$ cat src/rtl/sprite_pkg.sv
// Shared definitions for the sprite table write responder: store address map,
// attribute field offsets, store-buffer entry layout and drain FSM states.
package sprite_pkg;

    localparam logic [7:0] ADDR_CTRL   = 8'h40;
    localparam logic [7:0] ADDR_BG     = 8'h41;
    localparam logic [7:0] TABLE_LIMIT = 8'h40;

    localparam logic [1:0] FLD_X    = 2'd0;
    localparam logic [1:0] FLD_Y    = 2'd1;
    localparam logic [1:0] FLD_TILE = 2'd2;
    localparam logic [1:0] FLD_ATTR = 2'd3;

    typedef struct packed {
        logic [7:0] addr;
        logic [7:0] data;
    } store_t;

    typedef enum logic [1:0] {
        S_IDLE  = 2'd0,
        S_DRAIN = 2'd1,
        S_HOLD  = 2'd2
    } state_t;

endpackage

$ cat src/rtl/store_fifo.sv
// Synchronous store buffer. A push into a full FIFO is accepted only when a pop
// retires the head in the same cycle.
module store_fifo #(
    parameter int unsigned DEPTH = 8,
    parameter int unsigned WIDTH = 16
) (
    input  logic             clock,
    input  logic             reset,
    input  logic             push,
    input  logic [WIDTH-1:0] push_data,
    input  logic             pop,
    output logic [WIDTH-1:0] head,
    output logic             full,
    output logic             empty
);

    localparam int unsigned AW = $clog2(DEPTH);

    logic [WIDTH-1:0] mem [DEPTH];
    logic [AW:0]      wr_ptr;
    logic [AW:0]      rd_ptr;
    logic             do_push;
    logic             do_pop;

    // Pointers carry one extra wrap bit so full and empty are distinguishable.
    assign empty   = (wr_ptr == rd_ptr);
    assign full    = (wr_ptr[AW] != rd_ptr[AW]) && (wr_ptr[AW-1:0] == rd_ptr[AW-1:0]);
    assign do_pop  = pop && !empty;
    assign do_push = push && (!full || do_pop);
    assign head    = mem[rd_ptr[AW-1:0]];

    always_ff @(posedge clock or posedge reset) begin
        if (reset) begin
            wr_ptr <= '0;
            rd_ptr <= '0;
        end else begin
            if (do_push) wr_ptr <= wr_ptr + 1'b1;
            if (do_pop)  rd_ptr <= rd_ptr + 1'b1;
        end
    end

    always_ff @(posedge clock) begin
        if (do_push) mem[wr_ptr[AW-1:0]] <= push_data;
    end

endmodule

$ cat src/rtl/sprite_table_responder.sv
// Decodes stack-machine stores into the sprite attribute table and control
// registers; table updates are held in order until vertical blank.
module sprite_table_responder
    import sprite_pkg::*;
#(
    parameter int unsigned FIFO_DEPTH  = 8,
    parameter int unsigned NUM_SPRITES = 16
) (
    input  logic        clock,
    input  logic        reset,
    input  logic        write,
    input  logic [15:0] wr_addr,
    input  logic [15:0] wr_data,
    input  logic        vblank,
    input  logic        clear_overflow,
    input  logic [3:0]  rd_index,
    output logic [31:0] rd_attr,
    output logic        ctrl_enable,
    output logic [7:0]  bg_color,
    output logic        fifo_overflow,
    output logic        busy
);

    logic [7:0] table_q [NUM_SPRITES][4];
    state_t     state;
    state_t     state_next;
    store_t     head;
    store_t     push_entry;
    logic       decoded;
    logic       full;
    logic       empty;
    logic       pop;
    logic       head_blocked;
    logic       unused_data;

    assign unused_data = ^{wr_data[15:8], 1'b0};

    assign decoded    = write && (wr_addr[15:8] == 8'h00) && (wr_addr[7:0] <= ADDR_BG);
    assign push_entry = '{addr: wr_addr[7:0], data: wr_data[7:0]};

    store_fifo #(
        .DEPTH (FIFO_DEPTH),
        .WIDTH (16)
    ) u_fifo (
        .clock     (clock),
        .reset     (reset),
        .push      (decoded),
        .push_data (push_entry),
        .pop       (pop),
        .head      (head),
        .full      (full),
        .empty     (empty)
    );

    assign busy         = !empty;
    assign head_blocked = (head.addr < TABLE_LIMIT) && !vblank;

    always_ff @(posedge clock or posedge reset) begin
        if (reset) state <= S_IDLE;
        else       state <= state_next;
    end

    // Idle also commits so a store can retire on the edge right after it was queued.
    always_comb begin
        state_next = state;
        pop        = 1'b0;
        case (state)
            S_IDLE, S_DRAIN: begin
                if (empty) begin
                    state_next = S_IDLE;
                end else if (head_blocked) begin
                    state_next = S_HOLD;
                end else begin
                    pop        = 1'b1;
                    state_next = S_DRAIN;
                end
            end
            S_HOLD: begin
                if (vblank) begin
                    pop        = 1'b1;
                    state_next = S_DRAIN;
                end
            end
            default: state_next = S_IDLE;
        endcase
    end

    always_ff @(posedge clock or posedge reset) begin
        if (reset) begin
            ctrl_enable <= 1'b0;
            bg_color    <= '0;
            for (int unsigned i = 0; i < NUM_SPRITES; i++) begin
                for (int unsigned j = 0; j < 4; j++) begin
                    table_q[i][j] <= '0;
                end
            end
        end else if (pop) begin
            if (head.addr == ADDR_CTRL)    ctrl_enable <= head.data[0];
            else if (head.addr == ADDR_BG) bg_color    <= head.data;
            else table_q[head.addr[5:2]][head.addr[1:0]] <= head.data;
        end
    end

    // Set wins over a simultaneous clear.
    always_ff @(posedge clock or posedge reset) begin
        if (reset)                        fifo_overflow <= 1'b0;
        else if (decoded && full && !pop) fifo_overflow <= 1'b1;
        else if (clear_overflow)          fifo_overflow <= 1'b0;
    end

    always_ff @(posedge clock or posedge reset) begin
        if (reset) rd_attr <= '0;
        else       rd_attr <= {table_q[rd_index][FLD_X], table_q[rd_index][FLD_Y],
                               table_q[rd_index][FLD_TILE], table_q[rd_index][FLD_ATTR]};
    end

endmodule

$ cat config.mk
export PLATFORM = sky130hd
export DESIGN_NAME = sprite_table_responder
export DESIGN_NICKNAME = d
export VERILOG_FILES = /design/src/rtl/sprite_pkg.sv /design/src/rtl/store_fifo.sv /design/src/rtl/sprite_table_responder.sv
export SDC_FILE = /design/constraint.sdc
export NUM_CORES = 1
export LEC_CHECK = 0
export CAP_MARGIN = 0
export CORE_MARGIN = 4
export CORE_UTILIZATION = 50
export CTS_CLUSTER_DIAMETER = 120
export DETAILED_ROUTE_END_ITERATION = 8
export PLACE_DENSITY = 0.7
export SKIP_CTS_REPAIR_TIMING = 1
export SLEW_MARGIN = 20
export SYNTH_ARGS = -nofsm -noshare
export SYNTH_HDL_FRONTEND = slang
export SYNTH_SLANG_ARGS = --single-unit
$ cat constraint.sdc
create_clock -name clock -period 33.8 [get_ports clock]
set_input_delay 3.38 -clock clock [delete_from_list [all_inputs] [get_ports clock]]
set_output_delay 3.38 -clock clock [all_outputs]
set_load 0.1 [all_outputs]
# Word level (Yosys, flattened, before mapping)
# Memory sizes are Yosys's and may differ from the RTL's.
# Cells that the tools add are included.
# classes
n_div	0
bitwise_logic	5
n_reduce_logical	22
shift	0
mul	0
mux	20
addsub	2
n_lt_le_gt_ge	7
n_eq_ne	8
# op_table
cell	count
$bwmux 512	1
$bmux 32 s4	1
$demux 32 s4	1
$mux 32	3
$demux 8 s2	1
$eq 8x7->1 const B	2
$ge 5x5->1 const B	2
$logic_and 1x1->1	10
$not 4->5	2
$add 4x1->4 const B	2
$le 8x7->1 const B	1
$logic_not 8->1	1
$lt 8x7->1 const B	1
$mux 8	1
$mux 1	7
$mux 2	3
$reduce_and 3->1	2
$lt 5x1->1 const B	1
$eq 4x4->1	1
$logic_not 1->1	4
$pmux 2 s2	1
$eq 3x3->1	1
$ge 3x3->1 const B	1
$lt 3x1->1 const B	1
other kinds (12)	13
# totals
ramBits	128
rom_bits	0
ff_bits	564
input_bits	41
memories	1
word_cells	136
latch_bits	0
# memory_table
memory	depth	width	rd	rd_clocked_by_memory_dff	wr	line_no	text
u_fifo.mem	8	16	1	0	1	store_fifo.sv:19	logic [WIDTH-1:0] mem [DEPTH];

# Depth between registers and ports, before layout
# An unclocked memory read counts as a cell.
# depth
depth_word	11
mapped_depth	11

# Hierarchy
# From an unflattened synthesis, not the netlist that was laid out.
# hier_totals
hier_cells	1789
hier_area_um2	30190.2
# modules_own_cells
mod	seq_area_each_um2	area_per_inst_um2	cells_each	n_inst
sprite_table_responder	13913.3	24717.5	1545	1
store_fifo	4043.9	5472.7	244	1

# Worst setup path before layout
# No wires, ideal clock.
# synth_timing
path_kind	input-to-reg
from	in wr_addr[2]
to	mem u_fifo.mem[4][0], enable pin
path_slack_ps	27490
t_arrival_ps	5897
cell_stages	6
path_buffers	0
cell_sequence	or4_1 o21ai_0 nand4_1 a21oi_1 nand2b_1 nor3b_1
# synth_via
elab_chain_len	5
# synth_rtl
item	line_no	text
from (decl)	sprite_table_responder.sv:12	input logic [15:0] wr_addr,
$le 8x7->1	sprite_table_responder.sv:38	assign decoded = write && (wr_addr[15:8] == 8'h00) && (wr_addr[7:0] <= ADDR_BG);
$logic_and 1x1->1	sprite_table_responder.sv:38	
$logic_and 1x1->1	store_fifo.sv:29	assign do_push = push && (!full || do_pop);
$mux 1	store_fifo.sv:43	if (do_push) mem[wr_ptr[AW-1:0]] <= push_data;
$mux 1 (implied by the code)	store_fifo.sv:43	
to (decl)	store_fifo.sv:19	
# No other way between the ends.

# Worst setup path after layout
# layout_timing
from	reg u_fifo.rd_ptr[1]
to	out busy
# layout_via
elab_chain_len	2
# layout_rtl
item	line_no	text
from (decl)	store_fifo.sv:21	logic [AW:0] rd_ptr;
from (signal assigned)	store_fifo.sv:38	if (do_pop) rd_ptr <= rd_ptr + 1'b1;
$eq 4x4->1	store_fifo.sv:26	assign empty = (wr_ptr == rd_ptr);
$logic_not 1->1	sprite_table_responder.sv:55	assign busy = !empty;
to (decl)	sprite_table_responder.sv:21	output logic busy
# No other way between the ends.

==> impl_metrics.ini <==
[run_status]
outcome = finished clean

[layout]
regArea_sq_mm = 0.0180
fillCellCount = 4549
area_growth_pct = 12.4
multiInputGateArea_sq_mm = 0.0122
layout.nets = 1826
drive_gt1_share_pct = 27.9
antennaDiodeCount = 0

[logic_synthesis]
syn-num-nets = 1768
ys_ff_latch = 692
synth.distinct_cells = 51
syn_avg_cell_area_sq_um = 17.8
synth.most_common_cell = dfrtp_1
synth_edf_count = 128
netlist_area_sq_mm = 0.0306
synthTopCellsByArea = dfrtp_1, mux2_1, mux4_2, edfxtp_1, mux2_2
yosysWarnings = 0
synth_top_area_share_pct = 46.1
netlist_top_cells_count = dfrtp_1, mux2_1, mux4_2
async_flop_share_pct = 81.5
ys.flop_type = dfrtp_1
synthCells = 1725
yosysTopAreaCell = dfrtp_1
ys_seq_area_share_pct = 58.6

[timing]
fin_skew_ps = 21.8
rsz0062_at_grt = no
maxClockFrequency_mhz = 149
relSlewSlack_pct = 27.8
setup_tns_ps = 0
min_period_ps = 6700
hold_slack_ps = 479
setup_viol_count_final = 0
slew_violations = 0
period_share_pct = 19.8
worstMarginPinSlew_ps = 1080
hold_viol_final = 0

[cts]
clk_latency_ps = 610
cts.clk_slew.worst_paths_ps = 60
cts.path.max_buffers = 3
cts_buffers = 73
h-tree-depth = 3
cts-root-buf = clkbuf_16
cts_tree = built
clkSinkCount = 692

[critical_path]
critPathArrivalTime_ps = 3320
worstPathRequired_ps = 30420
critPathLaunchType = register
end_kind = output pin
worstSetupPathType = register to output pin
path_max_fanout = 42

[job]
maxCapViolCount = 0

[pwr]
switchingPower_uw = 1130
power_density_mw_per_mm2 = 91.3
p_int_uw = 2010
pwr-share-comb_pct = 35.4
seqPwrFrac_pct = 40.1
ir_worst_vdd_mv = 0.0673
p_clk_share_pct = 24.5
p_sw_share_pct = 36.1
power.leakage_uw = 0.0148

[die]
die_area_sq_mm = 0.0653
ios = 84
coreArea_sq_mm = 0.0605
die_w_um = 255
start_util_pct = 50.6
num_rows = 90
die_h_um = 255

[global_routing]
antenna_found_initial = 2
grt_overflow_total = 0
grt_usage_pct = 20.8
grt_pass1_vias = 17002
grt_pass1_wl_um = 105000
grt_max_degree = 178

[detailed_routing]
vias_per_cell = 6.01
num_vias = 15730
antenna_left = 0
drcViolationCount = 0
totalWireLength_um = 66300
dr.pass1.iters = 5
drt_iter0_drc = 990
wl_per_cell_um = 25.3

[placement]
io_buffers = 75
gp_congestion = 0.742
hpwlAfterDp_um = 39100

[min_path]
min_path_type = register to register
[state kept, by name, indices dropped and copies added, names as in the netlist]
signal	flops
ctrl_enable	1
u_fifo.wr_ptr	4
u_fifo.mem	128
fifo_overflow	1
u_fifo.rd_ptr	4
bg_color	8
state	2
table_q	512
rd_attr	32
[kinds of logic (layout without fill, tap and decap cells)]
logic type	Yosys count	count (layout)	synth area share [%]
simple gates	139	139	4.29
fa+ha+maj	2	2	0.0817
flops	692	692	58.6
xor+xnor	11	11	0.315
buf+inv	121	233	1.75
compound gates	15	15	0.494
mux	745	745	34.4
[layout by cell type, fill, tap and decap left out, drive strengths merged, types with 2 or more instances in the layout]
cell	synthesis	routed
o31ai	2	2
nand3	45	45
buf	32	28
ha	2	2
xnor2	7	7
clkdlybuf4s50	0	71
and3	2	2
nor3b	6	6
nand2b	2	2
inv	4	6
xor2	4	4
nand2	14	14
clkinv	0	13
or4	2	2
edfxtp	128	128
nor2	41	41
a211oi	2	2
clkbuf	85	113
o21ai	4	4
mux2i	11	11
nor4	3	3
mux2	542	542
bufinv	0	2
dfrtp	564	564
nand4	12	12
mux4	192	192
nor3	7	7
[metal layers]
metal	GRT usage, %	part of all wire, %
met1	30.5	46
met2	33.0	48
met3	4.03	4.7
met4	4.31	1.5
met5	0	0.012
[critical path, stage by stage (launching register included)]
cell             delay (ps)
dfrtp_2                1050
xnor2_1                 210
nand2_1                 140
nor2_1                   60
nand2_1                 100
clkdlybuf4s50_1        1140
[worst paths after layout]
path	slack (ps)	start	depth (start not counted)	to
max	27100	u_fifo.rd_ptr[1]	5	busy
min	480	table_q[293]	1	table_q[293]
max reg2reg	29650	u_fifo.rd_ptr[0]	8	table_q[467]
min reg2reg	480	table_q[293]	1	table_q[293]
max in group asynchronous	28350	reset	4	u_fifo.rd_ptr[1]
min in group asynchronous	3320	reset	2	rd_attr[19]
[power by group through the flow]
stage,sequential [uW],clock [uW],combinational [uW]
floorplan,1360,0,752
global placement,1250,0,1090
detailed placement,1270,0,1120
CTS,1260,790,1130
global route,1290,825,1200
finish,1260,771,1110
[metrics by stage]
stage / std cells / util [%] / setup WS (ps) / instance area, sq um / total power [uW]
6_report: 2619 / 57.0 / 27100 / 34400 / 3140
3_3_place_gp: 2488 / 53.1 / 26740 / 32100 / 2340
5_1_grt: 2619 / 57.0 / 26880 / 34400 / 3310
4_1_cts: 2617 / 56.9 / 27040 / 34400 / 3170
3_5_place_dp: 2488 / 53.1 / 26700 / 32100 / 2400
2_1_floorplan: 1725 / - / 14650 / 30600 / 2110
[layout make-up]
| type | instances | share of cell area, % |
|---|---|---|
| inverter | 4 | 0.0799 |
| clock buffer | 112 | 6.14 |
| clock inverter | 17 | 0.523 |
| sequential | 692 | 52.2 |
| timing repair buffer | 100 | 2.80 |
| multi-input combinational | 912 | 35.5 |
| tap | 782 | 2.84 |
No activity file was read; power rests on OpenSTA's default activity.
